===== src/rtl/axis_uart_rx.sv =====
// UART receiver: 2-flop synchroniser, mid-bit sampling, parity/stop checks, multi-byte word packing onto an AXI4-Stream master.
// Optional AXIS_UART_RX_ERR_DROP_EN: words with a parity or framing error are discarded instead of delivered.
module axis_uart_rx #(
  parameter int unsigned AXI_DATA_WIDTH = 8,
  parameter int unsigned CLOCK          = 100_000_000,
  parameter int unsigned BAUD_RATE      = 115_200,
  parameter int unsigned DATA_BITS      = 8,
  parameter int unsigned STOP_BITS      = 1,
  parameter int unsigned PARITY_BITS    = 0
) (
  input  logic                      aclk,
  input  logic                      aresetn,
  input  logic                      uart_rx,
  output logic                      rx_done,
  output logic                      parity_err,
  output logic                      frame_err,
  output logic                      overrun,
  output logic [AXI_DATA_WIDTH-1:0] m_axis_tdata,
  output logic                      m_axis_tvalid,
  input  logic                      m_axis_tready
);

  localparam int unsigned COUNT_SPEED = CLOCK / BAUD_RATE;
  localparam int unsigned HALF_SPEED  = COUNT_SPEED / 2;
  localparam int unsigned CBW         = (COUNT_SPEED > 1) ? $clog2(COUNT_SPEED) : 1;
  localparam int unsigned BIT_MAX     = (DATA_BITS > STOP_BITS) ? DATA_BITS : STOP_BITS;
  localparam int unsigned BTW         = $clog2(BIT_MAX + 1);
  localparam int unsigned NBYTES      = AXI_DATA_WIDTH / DATA_BITS;
  localparam int unsigned BYW         = (NBYTES > 1) ? $clog2(NBYTES) : 1;
  localparam bit          PAR_EVEN    = (PARITY_BITS != 0);
`ifdef AXIS_UART_RX_ERR_DROP_EN
  localparam bit          ERR_DROP    = 1'b1;
`else
  localparam bit          ERR_DROP    = 1'b0;
`endif

  typedef enum logic [2:0] {IDLE, START, DATA, PARITY, STOP} state_e;

  state_e                    state_q;
  logic [1:0]                rx_sync_q;
  logic [CBW-1:0]            count_baud_q;
  logic [BTW-1:0]            count_bit_q;
  logic [BYW-1:0]            count_byte_q;
  logic [DATA_BITS-1:0]      byte_q;
  logic [AXI_DATA_WIDTH-1:0] word_q;
  logic [AXI_DATA_WIDTH-1:0] tdata_q;
  logic                      tvalid_q;
  logic                      par_err_q, frm_err_q;
  logic                      rx_done_q, parity_err_q, frame_err_q, overrun_q;

  logic rx_s, half_end, baud_end, exp_par, last_byte, frm_now, drop_word;

  assign rx_s      = rx_sync_q[1];
  assign half_end  = (count_baud_q == CBW'(HALF_SPEED - 1));
  assign baud_end  = (count_baud_q == CBW'(COUNT_SPEED - 1));
  assign exp_par   = PAR_EVEN ? (^byte_q) : ~(^byte_q);
  assign last_byte = (count_byte_q == BYW'(NBYTES - 1));
  assign frm_now   = frm_err_q | ~rx_s;
  assign drop_word = ERR_DROP & (par_err_q | frm_now);

  // Line synchroniser; idles high so reset does not look like a start bit.
  always_ff @(posedge aclk or negedge aresetn) begin
    if (!aresetn) rx_sync_q <= 2'b11;
    else          rx_sync_q <= {rx_sync_q[0], uart_rx};
  end

  always_ff @(posedge aclk or negedge aresetn) begin
    if (!aresetn) begin
      state_q      <= IDLE;
      count_baud_q <= '0;
      count_bit_q  <= '0;
      count_byte_q <= '0;
      byte_q       <= '0;
      word_q       <= '0;
      tdata_q      <= '0;
      tvalid_q     <= 1'b0;
      par_err_q    <= 1'b0;
      frm_err_q    <= 1'b0;
      rx_done_q    <= 1'b0;
      parity_err_q <= 1'b0;
      frame_err_q  <= 1'b0;
      overrun_q    <= 1'b0;
    end else begin
      rx_done_q    <= 1'b0;
      parity_err_q <= 1'b0;
      frame_err_q  <= 1'b0;
      overrun_q    <= 1'b0;
      if (tvalid_q && m_axis_tready) tvalid_q <= 1'b0;

      case (state_q)
        IDLE: begin
          if (!rx_s) begin
            state_q      <= START;
            count_baud_q <= '0;
          end
        end
        // Re-check the start bit at mid-bit to reject glitches.
        START: begin
          if (half_end) begin
            count_baud_q <= '0;
            count_bit_q  <= '0;
            state_q      <= rx_s ? IDLE : DATA;
          end else begin
            count_baud_q <= count_baud_q + CBW'(1);
          end
        end
        DATA: begin
          if (baud_end) begin
            count_baud_q <= '0;
            byte_q       <= {rx_s, byte_q[DATA_BITS-1:1]};
            if (count_bit_q == BTW'(DATA_BITS - 1)) begin
              count_bit_q <= '0;
              state_q     <= PARITY;
            end else begin
              count_bit_q <= count_bit_q + BTW'(1);
            end
          end else begin
            count_baud_q <= count_baud_q + CBW'(1);
          end
        end
        // Earlier bytes shift toward the MSB so byte 0 ends in the top slot.
        PARITY: begin
          if (baud_end) begin
            count_baud_q <= '0;
            count_bit_q  <= '0;
            par_err_q    <= par_err_q | (rx_s != exp_par);
            word_q       <= (word_q << DATA_BITS) | AXI_DATA_WIDTH'(byte_q);
            state_q      <= STOP;
          end else begin
            count_baud_q <= count_baud_q + CBW'(1);
          end
        end
        STOP: begin
          if (baud_end) begin
            count_baud_q <= '0;
            if (count_bit_q == BTW'(STOP_BITS - 1)) begin
              count_bit_q <= '0;
              state_q     <= IDLE;
              if (!last_byte) begin
                count_byte_q <= count_byte_q + BYW'(1);
                frm_err_q    <= frm_now;
              end else begin
                count_byte_q <= '0;
                par_err_q    <= 1'b0;
                frm_err_q    <= 1'b0;
                parity_err_q <= par_err_q;
                frame_err_q  <= frm_now;
                if (!drop_word) begin
                  if (!tvalid_q || m_axis_tready) begin
                    tdata_q   <= word_q;
                    tvalid_q  <= 1'b1;
                    rx_done_q <= 1'b1;
                  end else begin
                    overrun_q <= 1'b1;
                  end
                end
              end
            end else begin
              count_bit_q <= count_bit_q + BTW'(1);
              frm_err_q   <= frm_now;
            end
          end else begin
            count_baud_q <= count_baud_q + CBW'(1);
          end
        end
        default: state_q <= IDLE;
      endcase
    end
  end

  assign m_axis_tdata  = tdata_q;
  assign m_axis_tvalid = tvalid_q;
  assign rx_done       = rx_done_q;
  assign parity_err    = parity_err_q;
  assign frame_err     = frame_err_q;
  assign overrun       = overrun_q;

endmodule


===== config.mk =====
export PLATFORM = sky130hd
export DESIGN_NAME = axis_uart_rx
export DESIGN_NICKNAME = d
export VERILOG_FILES = /design/src/rtl/axis_uart_rx.sv
export SDC_FILE = /design/constraint.sdc
export NUM_CORES = 1
export LEC_CHECK = 0
export ABC_AREA = 1
export CORE_ASPECT_RATIO = 0.5
export CORE_MARGIN = 3
export CORE_UTILIZATION = 52
export DETAILED_ROUTE_END_ITERATION = 12
export PLACE_DENSITY_LB_ADDON = 0.08
export RECOVER_POWER = 25
export SLEW_MARGIN = 15
export SYNTH_ARGS = -nofsm -noshare
export SYNTH_HDL_FRONTEND = slang
export SYNTH_SLANG_ARGS = --single-unit
export TNS_END_PERCENT = 5

===== constraint.sdc =====
create_clock -name aclk -period 1.8 [get_ports aclk]
set_input_delay 0.36 -clock aclk [delete_from_list [all_inputs] [get_ports aclk]]
set_output_delay 0.36 -clock aclk [all_outputs]
set_load 0.02 [all_outputs]

==> flow_summary.json <==
{
  "outcome": "completed",
  "gp_congestion": 0.852,
  "synth_most_common_cell": "nand2_1",
  "layout.cells.non_filler": 398,
  "drtIter0Drc": 40,
  "synth_flop_cell": "dfrtp_1",
  "relSlewSlack": 0.257,
  "critPathCaptureType": "flip-flop",
  "critPathLaunchType": "flip-flop",
  "leakage_nw": 1.39,
  "dp.cells": 390,
  "grt_usage": 0.166,
  "crit_required_ns": 2.03,
  "ys_ff_latch": 50,
  "finalCritPeriodShare": 0.923,
  "drt.antenna.violating_nets": 0,
  "synth_nets": 315,
  "rsz0062_at_grt": "true",
  "synth.area.top_cells": "dfrtp_1 (48%), nand2_1 (16%), inv_1 (5.8%)",
  "synth_edf_count": 0,
  "drive_gt1_frac": 0.102,
  "pre_cts_slack_ns": 0.0646,
  "antenna_found_initial": 0,
  "cp_slowest_cell": "dfrtp_1",
  "grt_pass1_wl_um": 7330,
  "post_cts_buffers": 0,
  "hold_ws_ns": 0.231,
  "area_delta_synth_final_pct": 13.7,
  "yosys-top-cells-count": "nand2_1 (105), dfrtp_1 (48), inv_1 (38)",
  "holdBufCountCts": 0,
  "cp.arrival_ns": 1.89,
  "layout_min_cycle_time_ns": 1.66,
  "syn_inst": 307,
  "crit_chain": "ha_2 > nand3_1 > nor3_4 > nand3_2 > o21ai_0",
  "cp_max_fo": 16,
  "rows": 17,
  "post_drt_wl_per_cell_um": 10.7,
  "hold_viol": 0,
  "setup_slack_ns": 0.138,
  "grt_max_degree": 23,
  "grt_overflow": 0,
  "power_density_nw_per_um2": 658,
  "tightest_slew_ns": 1.11,
  "ys_async_sr_fraction": 1.00,
  "totalWireLength_um": 4240,
  "rrSetupSlack_ns": 0.14,
  "clockBufferDepth": 2,
  "vias_per_cell": 4.79,
  "chipWidth_um": 104,
  "yosysWarnings": 0,
  "cts_sinks": 50,
  "port_buffers": 16,
  "path_delay_family": "simple AND/OR/NAND/NOR gates",
  "root_buffer": "clkbuf_8",
  "power.total_mw": 1.86,
  "fp.coreArea_sq_um": 4490,
  "antenna_cells": 0,
  "synth_cell_types": 28,
  "cts_tree": "done",
  "drcViolationCount": 0,
  "fin_skew_ns": 0.0117,
  "htreeDepth": 2,
  "yosysSeqAreaShare": 0.506,
  "ir_worst_vdd_uv": 325,
  "path_buf_inv": 0,
  "numCtsBuffers": 5,
  "setup_viol": 0,
  "r2r_cells": 5,
  "fmax_mhz": 602,
  "clk_latency_ns": 0.31,
  "r2r-end": "byte_q[0]$_DFFE_PN0P_",
  "max_stage_delay_ns": 0.42,
  "die_area_sq_um": 5680,
  "die_y_um": 54.8,
  "critPathKind": "reg2reg",
  "grt_pass1_vias": 1706,
  "synthesis.area_sq_um": 2480,
  "hold_class": "in2async",
  "cts-resized-gates": 0,
  "rr_startpoint": "count_baud_q[0]$_DFFE_PN0P_",
  "vias": 1906,
  "maxSlewViolCount": 0,
  "start_util": 0.552,
  "tns_ns": 0,
  "io_pins": 17,
  "drv_cap": 0,
  "clk_pin_slew_ns": 0.10,
  "postSynthAreaPerCell_sq_um": 8.07,
  "first_pass_iters": 4,
  "synth_top_cell_by_area": "dfrtp_1",
  "nets": 339,
  "hpwl_um": 3250,
  "synth_top_area_share": 0.485
}
## cell families after synthesis
family | after synthesis | share of synthesized area
and+or+nand+nor | 166 | 0.301
adders and majority gates | 4 | 0.0202
DFF | 50 | 0.506
AOI/OAI and AO/OA | 39 | 0.0833
xor gates and xnor gates | 4 | 0.0141
buffers and inverters | 44 | 0.0753
## cells in the final DEF (no fill, tap or decap), types with 2 or more instances in the layout
cell,count
o21ai_1,6
xnor2_1,2
a21oi_1,4
xor2_1,2
nor3_4,2
ha_1,3
nand3_1,18
nand4_1,3
dfrtp_1,48
nand2_1,103
nor3_1,4
nor2_1,21
clkdlybuf4s50_1,14
clkbuf_8,6
dfstp_2,2
nor2_4,4
inv_2,2
o21ai_0,26
buf_4,2
inv_1,38
nand2_2,7
## metrics by stage
step	util	cell area (sq um)
4_1_cts	0.630	2830
3_5_place_dp	0.608	2730
2_1_floorplan	-	2480
5_1_grt	0.628	2820
6_report	0.628	2820
3_3_place_gp	0.608	2730
## where the power goes
part | total, mW | leakage, nW | internal [mW] | switching [mW]
Combinational | 0.0306 | 0.663 | 0.00690 | 0.0237
Clock | 0.696 | 0.0478 | 0.317 | 0.379
Sequential | 1.13 | 0.677 | 1.13 | 0.00217
Total | 1.86 | 1.39 | 1.45 | 0.405
## layout make-up
class | count | area (sq um)
repair buffers | 19 | 174
inverters | 42 | 164
fillers | 377 | 1670
clock buffers | 6 | 82.6
clock inverters | 2 | 16.3
multi-input cells | 213 | 1040
flip-flops and latches | 50 | 1250
well taps | 66 | 82.6
## per-layer routing
metal,global-route usage,share of wire,vias up
li1,-,-,1013
met1,0.198,0.48,863
met2,0.295,0.46,25
met3,0.0506,0.046,5
met4,0.0596,0.013,0
met5,0,0,-
## sequential cells by signal (all words and copies together), names as in the netlist
name           flops
parity_err         1
m_axis_tdata       8
frm_err_q          1
byte_q             8
par_err_q          1
rx_done            1
m_axis_tvalid      1
count_baud_q      10
state_q            3
frame_err          1
rx_sync_q          2
count_bit_q        4
overrun            1
word_q             8
## worst reg2reg max path, delay by kind of cell, from the launching register on
kind / cells / cell delay (ns)
flip-flops: 1 / 0.42
AND/OR/NAND/NOR: 3 / 0.68
AO/OA/AOI/OAI: 1 / 0.26
adder cells (fa/ha/maj): 1 / 0.22
## how the worst max path moves through the flow
stage / slack, ns / from / to / cells past startpoint
after detailed placement: 0.06 / count_baud_q[0]$_DFFE_PN0P_ / word_q[7]$_DFFE_PN0P_ / 6
after floorplan: 0.30 / count_baud_q[0]$_DFFE_PN0P_ / word_q[5]$_DFFE_PN0P_ / 7
after global placement: 0.14 / count_baud_q[0]$_DFFE_PN0P_ / word_q[7]$_DFFE_PN0P_ / 6
after global routing: -0.03 / count_baud_q[0]$_DFFE_PN0P_ / byte_q[3]$_DFFE_PN0P_ / 6
after CTS: 0.05 / count_baud_q[0]$_DFFE_PN0P_ / word_q[7]$_DFFE_PN0P_ / 6
final: 0.14 / count_baud_q[0]$_DFFE_PN0P_ / byte_q[0]$_DFFE_PN0P_ / 5
Note: power is estimated with default switching activity, not from simulation.
